$ cat config.mk
export PLATFORM = sky130hd
export DESIGN_NAME = vital_energy_bank_flat
export DESIGN_NICKNAME = d
export VERILOG_FILES = /design/src/rtl/vital_energy_bank_if.sv /design/src/rtl/vital_energy_bank.sv /design/src/flat_wrapper.sv
export SDC_FILE = /design/constraint.sdc
export NUM_CORES = 1
export LEC_CHECK = 0
export ABC_AREA = 1
export CAP_MARGIN = 20
export CORE_MARGIN = 3
export CORE_UTILIZATION = 32
export DETAILED_ROUTE_END_ITERATION = 12
export GPL_TIMING_DRIVEN = 0
export PLACE_DENSITY = 0.58
export SYNTH_ARGS = -nofsm -noshare
export SYNTH_HDL_FRONTEND = slang
export SYNTH_SLANG_ARGS = --single-unit
$ cat constraint.sdc
create_clock -name clk -period 3.5 [get_ports clk]
set_input_delay 0.7 -clock clk [delete_from_list [all_inputs] [get_ports clk]]
set_output_delay 0.7 -clock clk [all_outputs]
set_load 0.01 [all_outputs]
$ cat src/rtl/vital_energy_bank_if.sv
// Request/status bundle for the vital energy bank: per-channel controls in,
// packed counter values, levels and flags out.
interface vital_energy_bank_if #(
  parameter int CH         = 2,
  parameter int N          = 8,
  parameter int LEVEL_BITS = 2,
  parameter int PW         = 8
);
  logic [CH-1:0]            inc;
  logic [CH-1:0]            dec;
  logic [CH-1:0]            fast;
  logic [CH-1:0]            setval;
  logic                     decay_en;
  logic [PW-1:0]            decay_period;
  logic [CH*N-1:0]          value;
  logic [CH*LEVEL_BITS-1:0] level;
  logic [CH-1:0]            zero;
  logic [CH-1:0]            full;
  logic [CH-1:0]            depleted;

  modport master (
    output inc, dec, fast, setval, decay_en, decay_period,
    input  value, level, zero, full, depleted
  );

  modport slave (
    input  inc, dec, fast, setval, decay_en, decay_period,
    output value, level, zero, full, depleted
  );
endinterface

$ cat src/rtl/vital_energy_bank.sv
// CH independent saturating energy counters with a shared decay prescaler,
// hysteretic quantised levels, zero/full flags and one-shot depletion pulses.
module vital_energy_bank #(
  parameter int CH          = 2,
  parameter int N           = 8,
  parameter int SET_VAL     = 64,
  parameter int DEFAULT_VAL = 128,
  parameter int FAST_STEP   = 4,
  parameter int LEVEL_BITS  = 2,
  parameter int HYST        = 4,
  parameter int PW          = 8
) (
  input logic               clk,
  input logic               rst_n,
  vital_energy_bank_if.slave bus
);

  localparam int                    S        = N - LEVEL_BITS;
  localparam logic [N:0]            MAX_V    = {1'b0, {N{1'b1}}};
  localparam logic [N:0]            FAST_W   = (N+1)'(FAST_STEP);
  localparam logic [N+1:0]          HYST_W   = (N+2)'(HYST);
  localparam logic [LEVEL_BITS-1:0] LMAX     = '1;
  localparam logic [LEVEL_BITS-1:0] LVL_RST  = LEVEL_BITS'(DEFAULT_VAL >> S);
  localparam logic                  ZERO_RST = (DEFAULT_VAL == 0);

  logic [PW-1:0]         presc;
  logic                  decay_tick;
  logic [N-1:0]          val_q  [CH];
  logic [N-1:0]          val_d  [CH];
  logic [LEVEL_BITS-1:0] lvl_q  [CH];
  logic [LEVEL_BITS-1:0] lvl_d  [CH];
  logic [N:0]            step   [CH];
  logic [N:0]            sum    [CH];
  logic [N:0]            diff   [CH];
  logic [N+1:0]          val_ext[CH];
  logic [N+1:0]          up_th  [CH];
  logic [N+1:0]          dn_th  [CH];
  logic [CH-1:0]         zero;
  logic [CH-1:0]         prev_zero;

  always_comb decay_tick = bus.decay_en && (presc == bus.decay_period);

  always_ff @(posedge clk or posedge rst_n) begin
    if (rst_n)              presc <= '0;
    else if (!bus.decay_en) presc <= '0;
    else if (decay_tick)    presc <= '0;
    else                    presc <= presc + 1'b1;
  end

  // Sums and differences carry one extra bit so saturation is a simple
  // overflow/borrow test rather than a wrap.
  always_comb begin
    for (int unsigned c = 0; c < CH; c++) begin
      step[c]    = bus.fast[c] ? FAST_W : (N+1)'(1);
      sum[c]     = {1'b0, val_q[c]} + step[c];
      diff[c]    = {1'b0, val_q[c]} - step[c];
      val_ext[c] = (N+2)'(val_q[c]);
      up_th[c]   = (((N+2)'(lvl_q[c]) + (N+2)'(1)) << S) + HYST_W;
      dn_th[c]   = (N+2)'(lvl_q[c]) << S;

      val_d[c] = val_q[c];
      if (bus.setval[c])
        val_d[c] = N'(SET_VAL);
      else if (bus.inc[c] && !bus.dec[c])
        val_d[c] = (sum[c] > MAX_V) ? '1 : sum[c][N-1:0];
      else if (bus.dec[c] && !bus.inc[c])
        val_d[c] = diff[c][N] ? '0 : diff[c][N-1:0];
      else if (!bus.inc[c] && !bus.dec[c] && decay_tick && val_q[c] != '0)
        val_d[c] = val_q[c] - 1'b1;

      lvl_d[c] = lvl_q[c];
      if (lvl_q[c] != LMAX && val_ext[c] >= up_th[c])
        lvl_d[c] = lvl_q[c] + 1'b1;
      else if (lvl_q[c] != '0 && (val_ext[c] + HYST_W) < dn_th[c])
        lvl_d[c] = lvl_q[c] - 1'b1;

      zero[c] = (val_q[c] == '0);
    end
  end

  always_ff @(posedge clk or posedge rst_n) begin
    if (rst_n) begin
      for (int unsigned c = 0; c < CH; c++) begin
        val_q[c] <= N'(DEFAULT_VAL);
        lvl_q[c] <= LVL_RST;
      end
      prev_zero <= {CH{ZERO_RST}};
    end else begin
      for (int unsigned c = 0; c < CH; c++) begin
        val_q[c] <= val_d[c];
        lvl_q[c] <= lvl_d[c];
      end
      prev_zero <= zero;
    end
  end

  always_comb begin
    bus.value    = '0;
    bus.level    = '0;
    bus.full     = '0;
    for (int unsigned c = 0; c < CH; c++) begin
      bus.value[c*N +: N]                   = val_q[c];
      bus.level[c*LEVEL_BITS +: LEVEL_BITS] = lvl_q[c];
      bus.full[c]                           = (val_q[c] == '1);
    end
    bus.zero     = zero;
    bus.depleted = zero & ~prev_zero;
  end

endmodule

$ cat src/flat_wrapper.sv
// flat-port wrapper written by rule: the top's interface ports become plain ports
module vital_energy_bank_flat 
#(
  parameter int CH          = 2,
  parameter int N           = 8,
  parameter int SET_VAL     = 64,
  parameter int DEFAULT_VAL = 128,
  parameter int FAST_STEP   = 4,
  parameter int LEVEL_BITS  = 2,
  parameter int HYST        = 4,
  parameter int PW          = 8
)
  (clk, rst_n, bus_inc, bus_dec, bus_fast, bus_setval, bus_decay_en, bus_decay_period, bus_value, bus_level, bus_zero, bus_full, bus_depleted);
  vital_energy_bank_if #(.CH(CH), .N(N), .LEVEL_BITS(LEVEL_BITS), .PW(PW)) bus_i ();
  input logic clk;
  input logic rst_n;
  input wire logic [$bits(bus_i.inc)-1:0] bus_inc;
  input wire logic [$bits(bus_i.dec)-1:0] bus_dec;
  input wire logic [$bits(bus_i.fast)-1:0] bus_fast;
  input wire logic [$bits(bus_i.setval)-1:0] bus_setval;
  input wire logic [$bits(bus_i.decay_en)-1:0] bus_decay_en;
  input wire logic [$bits(bus_i.decay_period)-1:0] bus_decay_period;
  output wire logic [$bits(bus_i.value)-1:0] bus_value;
  output wire logic [$bits(bus_i.level)-1:0] bus_level;
  output wire logic [$bits(bus_i.zero)-1:0] bus_zero;
  output wire logic [$bits(bus_i.full)-1:0] bus_full;
  output wire logic [$bits(bus_i.depleted)-1:0] bus_depleted;
  assign bus_i.inc = bus_inc;
  assign bus_i.dec = bus_dec;
  assign bus_i.fast = bus_fast;
  assign bus_i.setval = bus_setval;
  assign bus_i.decay_en = bus_decay_en;
  assign bus_i.decay_period = bus_decay_period;
  assign bus_value = bus_i.value;
  assign bus_level = bus_i.level;
  assign bus_zero = bus_i.zero;
  assign bus_full = bus_i.full;
  assign bus_depleted = bus_i.depleted;
  vital_energy_bank #(.CH(CH), .N(N), .SET_VAL(SET_VAL), .DEFAULT_VAL(DEFAULT_VAL), .FAST_STEP(FAST_STEP), .LEVEL_BITS(LEVEL_BITS), .HYST(HYST), .PW(PW)) u_core (.clk(clk), .rst_n(rst_n), .bus(bus_i));
endmodule
==> results of run 1 <==
==> state kept, by name (all words and copies together) (netlist names) <==
| signal | cells |
|---|---|
| u_core.prev_zero | 2 |
| u_core.presc | 8 |
| u_core.bus.level | 4 |
| u_core.bus.value | 16 |
==> per-stage QoR <==
step	std cells	area, µm²	util [%]
finish	683	4060	40.7
global route	683	4060	40.7
CTS	683	4060	40.7
detailed placement	675	3960	39.8
global placement	674	3940	39.5
floorplan	498	3340	-
==> cell type report <==
class                      count  area (µm²)
fill                        1057        5900
multi-input combinational    371        2190
sequential                    30         756
timing repair buffer          44         458
inverter                      92         345
tap                          133         166
clock buffer                   7        86.3
buffer                         5        45.0
clock inverter                 1        5.00
==> worst min-delay path: cells and delay by family (launching register included) <==
| family | cells | cell delay [ns] |
|---|---|---|
| flops | 1 | 0.39 |
| simple gates | 2 | 0.13 |
==> power by group <==
part | switching, mW | internal, mW
logic | 0.681 | 0.524
clock network | 0.139 | 0.159
registers | 0.110 | 0.428
total | 0.930 | 1.11
==> cell families after synthesis <==
group	synth area share, %
xor gates and xnor gates	4.76
buffers and inverters	11.7
adders and majority gates	13.1
DFF	22.6
AOI/OAI and AO/OA	11.4
and+or+nand+nor	36.4
==> synthesized netlist by cell type (2+ instances only) <==
cell,n
sky130_fd_sc_hd__a21oi_1,15
sky130_fd_sc_hd__a21oi_2,4
sky130_fd_sc_hd__a31oi_1,2
sky130_fd_sc_hd__buf_4,3
sky130_fd_sc_hd__buf_6,2
sky130_fd_sc_hd__dfrtp_1,26
sky130_fd_sc_hd__dfstp_2,4
sky130_fd_sc_hd__ha_1,35
sky130_fd_sc_hd__inv_1,80
sky130_fd_sc_hd__inv_2,12
sky130_fd_sc_hd__nand2_1,131
sky130_fd_sc_hd__nand2_2,5
sky130_fd_sc_hd__nand2_4,4
sky130_fd_sc_hd__nand3_1,41
sky130_fd_sc_hd__nand3_2,4
sky130_fd_sc_hd__nand4_1,16
sky130_fd_sc_hd__nor2_1,28
sky130_fd_sc_hd__nor2_2,5
sky130_fd_sc_hd__nor2_4,7
sky130_fd_sc_hd__nor3_1,7
sky130_fd_sc_hd__nor3_2,2
sky130_fd_sc_hd__o211ai_1,3
sky130_fd_sc_hd__o21ai_0,23
sky130_fd_sc_hd__o21ai_1,6
sky130_fd_sc_hd__o22ai_1,8
sky130_fd_sc_hd__xnor2_1,2
sky130_fd_sc_hd__xnor3_1,2
sky130_fd_sc_hd__xor2_1,11
==> worst max path at each step <==
stage	from	to	slack, ns	cells after the start
global route	u_core.bus.value[12]$_DFFE_PP0P_	bus_full[1]	0.52	6
CTS	u_core.bus.value[12]$_DFFE_PP0P_	bus_full[1]	0.64	6
floorplan	bus_fast[1]	u_core.bus.value[14]$_DFFE_PP0P_	1.58	14
detailed placement	bus_fast[0]	u_core.bus.value[3]$_DFFE_PP0P_	0.82	12
finish	u_core.bus.value[12]$_DFFE_PP0P_	bus_full[1]	0.67	6
global placement	bus_fast[0]	u_core.bus.value[3]$_DFFE_PP0P_	0.80	12
==> metal layers <==
layer / vias up / wire length [µm] / part of all wire [%]
li1: 1717 / - / -
met1: 1504 / 4380 / 50
met2: 94 / 3900 / 44
met3: 14 / 456 / 5.2
met4: 0 / 89 / 1.0
met5: - / 0 / 0
==> flow_summary.ini, run 1 <==
[run_status]
run_status = complete, no violations

[sta]
final.period_utilization_pct = 80.8
layout_setup_ws_ns = 0.671
final.hold.worst_slack_ns = 0.525
finalWorstPathRequiredPeriod_ns = 2.83
maxSlewViolCount = 0
setup_viol = 0
fin_setup_tns_ns = 0
max_slew.worst_pin.slew_ns = 0.518
timing.slew.headroom_pct = 65.4
rsz0062_at_grt = false
report.final.hold_viol_count = 0
fmax_ghz = 0.353
timing.clock.skew_ns = 0.00915

[critical_path]
critPathKind = flip-flop to output pin
start_kind = flip-flop
critPathArrivalTime_ns = 2.13
worstRegToRegCells = 12
critical_path.reg2reg.endpoint = u_core.bus.level[2]$_DFFE_PP0P_
crit_path_max_incr_delay_ns = 0.54
critical_path.n_buffers_inverters = 2
setup.worst_path.end_class = output pin
critical_path.cell_chain = nand2_1 -> inv_2 -> nand3_2 -> nor3_2 -> and2_1 -> clkdlybuf4s50_1
reg2reg_from = u_core.bus.level[3]$_DFFE_PP1P_
critical-path-top-delay-family = simple AND/OR/NAND/NOR gates
required_ns = 2.80
reg2reg_setup_slack_ns = 1.50
worst-path-max-fanout = 5
timing.critical_path.slowest_stage_cell = sky130_fd_sc_hd__clkdlybuf4s50_1

[place]
pre_cts_slack_ns = 0.825
numPortBuffers = 43
dp_hpwl_um = 7060
place_congestion = 0.933

[finish]
layout_commonest_cell = sky130_fd_sc_hd__nand2_1
final_cell_mix = sky130_fd_sc_hd__nand2_1 (131), sky130_fd_sc_hd__inv_1 (80), sky130_fd_sc_hd__clkdlybuf4s50_1 (43)
antenna_cells_inserted = 0
syn_to_final_growth_pct = 21.4
nets = 603
layout_cell_share_with_drive_strength_beyond_1_pct = 11.3

[synthesis]
synth.avg_cell_area_um2 = 6.71
yosysSeqAreaShare_pct = 22.6
synth_area_mm2 = 0.00334
ys_async_sr_fraction_pct = 100
netlist.area_leader.share_pct = 19.5
synth_cells = 498
synth_seq_cells = 30
ys.flop_type = sky130_fd_sc_hd__dfrtp_1
synth_area_leaders = sky130_fd_sc_hd__dfrtp_1 (19%), sky130_fd_sc_hd__nand2_1 (15%), sky130_fd_sc_hd__ha_1 (13%), sky130_fd_sc_hd__inv_1 (9.0%), sky130_fd_sc_hd__nand3_1 (6.1%)
synth_nets = 552
total_number_of_yosys_warnings = 0
synth_cell_type_count = 38
synth_largest_area_cell = sky130_fd_sc_hd__dfrtp_1
synth_edf_count = 0

[hold_path]
worst_min_path_class = flip-flop to flip-flop
worstHoldPathCells = 2
timing.hold.worst_endpoint = u_core.bus.level[1]$_DFFE_PP1P_
hold_path.startpoint = u_core.bus.level[1]$_DFFE_PP1P_

[clock_network]
cts_hold_repair.buffers = 0
worst_skew_pair.late_latency_ns = 0.28
cts-htree-levels = 2
clock-root-buffer = sky130_fd_sc_hd__clkbuf_8
ctsResizeCount = 0
clkTransAtPathRegs_ns = 0.08
clock-sinks = 30
clock_tree.buffer_depth = 2
cts_buffers = 5
postCtsSetupBuffers = 0
tritoncts_clock_tree = yes

[global_route]
grt_util_met1_pct = 23.2
first_global_vias = 3094
overflow = 0
grt.met3_usage_pct = 2.21
top_usage_layer = met2
grt_first_pass_wirelength_um = 15000
gr-usage-met2_pct = 24.5
initial_antenna_violation_count = 0
global_route.usage.total_pct = 15.6
grt_start_max_net_pins = 22

[floorplan]
std_cell_rows = 36
fp.dieH_um = 108
floorplan.io_pins = 45
core_mm2 = 0.00995
start_util_pct = 33.5
floorplan.die_area_mm2 = 0.0117
die_w_um = 108

[power]
total_power_mw = 2.04
ir_drop_worst_vdd_mv = 0.245
power_per_cell_area_mw_per_mm2 = 503
leakage_nw = 2.06

[route]
detailedRoute.firstPassIterationCount = 5
wire_per_inst_um = 12.9
post_drt_via_cell_ratio = 4.87
drc = 0
detail_route.iter0.violations = 257
final_antenna_net_count = 0
routed_wl_um = 8820
dr_total_vias = 3329

[job]
timing.max_cap.violations = 0
(Power assumes the default switching activity.)
==> run 2: changes to the inputs <==
- PLACE_DENSITY: 0.58 -> 0.6
- clock period: 3.5 -> 2.45 ns (I/O delays scaled with it)
==> run 2 against run 1 <==
Against the previous run: total power is 50% higher; sequential power up 41%; wire length down 0.69%; clock power up 67%; register-to-register slack worse by 1.1 ns; hold slack lost 0.033 ns; largest cell class unchanged; highest routed layer unchanged.
==> flow_summary.ini, run 2 (synthesized netlist as in run 1, its figures left out) <==
[run_status]
run_status = complete, no violations

[place]
place_congestion = 0.913
dp_hpwl_um = 7040
placement.cell_area_mm2 = 0.00396
pre_cts_slack_ns = -0.0606
post-place-cells = 675
numPortBuffers = 43

[global_route]
initial_antenna_violation_count = 0
overflow = 0
first_global_vias = 3136
grt_first_pass_wirelength_um = 14800
grt_start_max_net_pins = 23
global_route.usage.total_pct = 15.5

[clock_network]
clock-sinks = 30
worst_skew_pair.late_latency_ns = 0.29
cts_hold_repair.buffers = 0
clkTransAtPathRegs_ns = 0.07
clock_tree.buffer_depth = 2
clock-root-buffer = sky130_fd_sc_hd__clkbuf_8
cts_buffers = 5
cts-htree-levels = 2
tritoncts_clock_tree = yes

[route]
detail_route.iter0.violations = 204
drc = 0
wire_per_inst_um = 12.6
dr_total_vias = 3332
post_drt_via_cell_ratio = 4.81
final_antenna_net_count = 0
routed_wl_um = 8760
detailedRoute.firstPassIterationCount = 4

[critical_path]
timing.critical_path.slowest_stage_cell = sky130_fd_sc_hd__dfstp_2
critical_path.cell_chain = inv_2 -> nor3_4 -> and2_1 -> clkdlybuf4s50_1
critPathKind = flip-flop to output pin
critical_path.startpoint = u_core.bus.value[15]$_DFFE_PP1P_
critical_path_cell_count = 4
worst-path-max-fanout = 7
setup.worst_path.end_class = output pin
reg2reg_setup_slack_ns = 0.43
critical-path-top-delay-family = buffers and inverters
start_kind = flip-flop
critPathArrivalTime_ns = 1.84
critical_path.reg2reg.endpoint = u_core.bus.value[3]$_DFFE_PP0P_
critical_path.n_buffers_inverters = 2
crit_path_max_incr_delay_ns = 0.56
reg2reg_from = u_core.bus.value[0]$_DFFE_PP0P_
worstRegToRegCells = 12
required_ns = 1.96

[power]
leakage_nw = 2.16
total_power_mw = 3.07
ir_drop_worst_vdd_mv = 0.332
power_per_cell_area_mw_per_mm2 = 734

[finish]
layout_cell_share_with_drive_strength_beyond_1_pct = 15.5
multiInputGateArea_mm2 = 0.00221
seq_area_um2 = 764
finalCoreUtilization_pct = 42.0
largest_register_ff_count = 16
syn_to_final_growth_pct = 25.3
filler_cell_count = 1054
final_cell_area_mm2 = 0.00418
nets = 613
antenna_cells_inserted = 0
layout_commonest_cell = sky130_fd_sc_hd__nand2_1
final_cell_mix = sky130_fd_sc_hd__nand2_1 (131), sky130_fd_sc_hd__inv_1 (76), sky130_fd_sc_hd__nand3_1 (41)
finalNonFillerCells = 693

[floorplan]
std_cell_rows = 36
die_w_um = 108
floorplan.die_area_mm2 = 0.0117
core_mm2 = 0.00995
start_util_pct = 33.5
fp.dieH_um = 108
floorplan.io_pins = 45

[sta]
maxSlewViolCount = 0
timing.clock.skew_ns = 0.00671
layout_setup_ws_ns = 0.117
finalWorstPathRequiredPeriod_ns = 2.33
setup_viol = 0
rsz0062_at_grt = false
max_slew.worst_pin.slew_ns = 0.429
final.hold.worst_slack_ns = 0.492
final.period_utilization_pct = 95.2
fin_setup_tns_ns = 0
timing.slew.headroom_pct = 71.4
report.final.hold_viol_count = 0
fmax_ghz = 0.429

[hold_path]
worst_min_path_class = primary input to asynchronous set/reset pin

[job]
timing.max_cap.violations = 0
run 2: cell types whose count changed in the layout (fill, tap and decap cells not counted), moves of 2 or more:
cell,change
sky130_fd_sc_hd__inv_2,+4
sky130_fd_sc_hd__dlymetal6s2s_1,+2
sky130_fd_sc_hd__nor2_1,-2
sky130_fd_sc_hd__dlygate4sd2_1,+2
sky130_fd_sc_hd__dfrtp_2,+7
sky130_fd_sc_hd__inv_1,-4
sky130_fd_sc_hd__dfrtp_1,-7
sky130_fd_sc_hd__buf_4,+9
sky130_fd_sc_hd__clkdlybuf4s50_1,-4
run 2: area by class of cell:
| class | count | share of cell area, % |
|---|---|---|
| sequential | 30 | 18.3 |
| inverter | 92 | 8.25 |
| multi-input combinational | 371 | 52.9 |
| timing repair buffer | 54 | 12.8 |
| tap | 133 | 3.98 |
| buffer | 5 | 1.17 |
| clock inverter | 3 | 0.957 |
| clock buffer | 5 | 1.64 |
run 2: layer usage:
metal	share of wire, %	track usage (%)	wire length (µm)
met3	4.3	2.45	380
met1	50	22.1	4400
met4	0.59	2.43	52
met2	45	25.2	3930
met5	0	0	0
run 2: worst max-delay path by stage:
stage	end
5_1_grt	bus_full[1]
4_1_cts	bus_full[0]
3_3_place_gp	u_core.bus.value[3]$_DFFE_PP0P_
6_report	bus_full[1]
3_5_place_dp	u_core.bus.value[3]$_DFFE_PP0P_
2_1_floorplan	u_core.bus.level[2]$_DFFE_PP0P_
run 2: where the power goes:
part           leakage [nW]  internal (mW)  switching (mW)
clock                0.0579          0.299           0.198
combinational          1.73          0.795            1.02
sequential            0.370          0.616           0.145
total                  2.16           1.71            1.36
run 2: what timing repair did:
action | 4_1_cts | 5_1_grt
endpoints found under the setup margin | 5 | 4
setup buffers | 5 | 5
gates resized for setup | 15 | 6
hold endpoints to repair | 0 | 0
==> run 3: changes to the inputs <==
- CELL_PAD_IN_SITES_DETAIL_PLACEMENT: default -> 1
- CELL_PAD_IN_SITES_GLOBAL_PLACEMENT: default -> 2
- CORE_UTILIZATION: 32 -> 28
- PLACE_DENSITY: 0.6 -> 0.85
==> run 3 against run 2 <==
Against the previous run: sequential share of layout area decreased by 0.19 points; via count up 2.7%; design area up 0.87%; count of clock-buffer cells in the layout up 2; hold slack improved by 0.027 ns; non-clock buffer count fell by 2; critical path depth up 1; combinational power about the same; register-to-register slack gained 0.03 ns; largest cell class unchanged; highest routed layer unchanged.
==> flow_summary.ini, run 3 (synthesized netlist as in run 1, its figures left out) <==
[run_status]
run_status = complete, no violations

[floorplan]
core_mm2 = 0.0115
floorplan.io_pins = 45
die_w_um = 115
fp.dieH_um = 115
floorplan.die_area_mm2 = 0.0133
std_cell_rows = 39
start_util_pct = 29.0

[power]
power_per_cell_area_mw_per_mm2 = 767
leakage_nw = 2.16
total_power_mw = 3.24
ir_drop_worst_vdd_mv = 0.216

[global_route]
grt_first_pass_wirelength_um = 17700
grt_start_max_net_pins = 22
overflow = 0
global_route.usage.total_pct = 16.5
first_global_vias = 3552
initial_antenna_violation_count = 0

[route]
detail_route.iter0.violations = 117
detailedRoute.firstPassIterationCount = 4
drc = 0
wire_per_inst_um = 14.9
routed_wl_um = 10400
final_antenna_net_count = 0
dr_total_vias = 3423
post_drt_via_cell_ratio = 4.88

[job]
timing.max_cap.violations = 0

[clock_network]
tritoncts_clock_tree = yes
clock_tree.buffer_depth = 2
clock-root-buffer = sky130_fd_sc_hd__clkbuf_16
cts_buffers = 5
clkTransAtPathRegs_ns = 0.05
clock-sinks = 30
cts-htree-levels = 2
worst_skew_pair.late_latency_ns = 0.28

[finish]
antenna_cells_inserted = 0
nets = 611
layout_commonest_cell = sky130_fd_sc_hd__nand2_1
finalCoreUtilization_pct = 36.6
final_cell_mix = sky130_fd_sc_hd__nand2_1 (130), sky130_fd_sc_hd__inv_1 (76), sky130_fd_sc_hd__nand3_1 (41)
finalNonFillerCells = 701
largest_register_ff_count = 16
syn_to_final_growth_pct = 26.4
final_cell_area_mm2 = 0.00422
layout_cell_share_with_drive_strength_beyond_1_pct = 14.9

[critical_path]
critPathArrivalTime_ns = 1.86
worstRegToRegCells = 12
setup.worst_path.end_class = output pin
start_kind = flip-flop
worst-path-max-fanout = 8
critPathKind = flip-flop to output pin
required_ns = 1.96

[sta]
setup_viol = 0
layout_setup_ws_ns = 0.0953
fin_setup_tns_ns = 0
max_slew.worst_pin.slew_ns = 0.554
timing.slew.headroom_pct = 63.0
final.period_utilization_pct = 96.1
fmax_ghz = 0.425
report.final.hold_viol_count = 0
timing.clock.skew_ns = 0.00569
finalWorstPathRequiredPeriod_ns = 2.35
final.hold.worst_slack_ns = 0.519
maxSlewViolCount = 0

[place]
pre_cts_slack_ns = -0.0693
post-place-cells = 685
placement.cell_area_mm2 = 0.00398
place_congestion = 0.862
dp_hpwl_um = 8370
numPortBuffers = 43

[hold_path]
worstHoldPathCells = 3
worst_min_path_class = primary input to flip-flop
==> run 3: changes by cell type in the layout (fill, tap and decap cells not counted) <==
cell | previous run | this run
sky130_fd_sc_hd__clkbuf_16 | 0 | 5
sky130_fd_sc_hd__clkbuf_8 | 5 | 1
sky130_fd_sc_hd__buf_4 | 12 | 10
sky130_fd_sc_hd__bufinv_16 | 1 | 0
sky130_fd_sc_hd__clkbuf_1 | 0 | 1
sky130_fd_sc_hd__clkdlybuf4s50_1 | 39 | 40
sky130_fd_sc_hd__clkinv_2 | 2 | 1
sky130_fd_sc_hd__dfrtp_1 | 19 | 20
sky130_fd_sc_hd__dfrtp_2 | 7 | 6
sky130_fd_sc_hd__dlygate4sd2_1 | 2 | 1
sky130_fd_sc_hd__nand2_1 | 131 | 130
sky130_fd_sc_hd__nand2_2 | 5 | 6
sky130_fd_sc_hd__nor2_1 | 26 | 27
sky130_fd_sc_hd__nor2_2 | 6 | 5
==> run 3: layout make-up <==
class / count / area [µm²]
timing repair buffer: 52 / 522
clock inverter: 1 / 5.00
clock buffer: 7 / 143
fill: 1480 / 7300
tap: 143 / 179
sequential: 30 / 763
inverter: 92 / 345
buffer: 5 / 48.8
multi-input combinational: 371 / 2210
==> run 3: critical path, stage by stage (launching register included) <==
cell and delay (ns):
sky130_fd_sc_hd__dfrtp_1 0.41, sky130_fd_sc_hd__buf_4 0.18, sky130_fd_sc_hd__nor2_1 0.19, sky130_fd_sc_hd__nand2_2 0.14
sky130_fd_sc_hd__nor2_4 0.12, sky130_fd_sc_hd__clkdlybuf4s50_1 0.55
==> run 3: timing repair <==
action                     CTS  global route
hold buffers                 0             0
buffers inserted             6             2
resized for setup           12             7
setup endpoints to repair    5             5
==> run 3: worst paths after layout <==
path	start	slack, ns	end
min in group asynchronous	rst_n	0.57	u_core.bus.value[8]$_DFFE_PP0P_
max in group asynchronous	rst_n	1.29	u_core.bus.level[3]$_DFFE_PP1P_
worst min register to register	u_core.bus.level[1]$_DFFE_PP1P_	0.53	u_core.bus.level[1]$_DFFE_PP1P_
worst min-delay path	bus_decay_en	0.52	u_core.presc[2]$_DFF_PP0_
worst max-delay path	u_core.bus.value[6]$_DFFE_PP0P_	0.1	bus_zero[0]
worst max register to register	u_core.bus.value[0]$_DFFE_PP0P_	0.46	u_core.bus.value[3]$_DFFE_PP0P_
==> run 3: routing by layer <==
layer  track usage [%]  routed length [µm]  up-vias
li1                  -                   -     1725
met1              22.7                4950     1634
met2              27.3                4940       53
met3              2.05                 363       11
met4              4.38                 174        0
met5                 0                   0        -
==> run 3: power breakdown <==
group	internal, mW	total [mW]	switching [mW]
sequential	0.617	0.776	0.159
clock	0.403	0.633	0.230
combinational	0.783	1.83	1.05
total	1.80	3.24	1.44
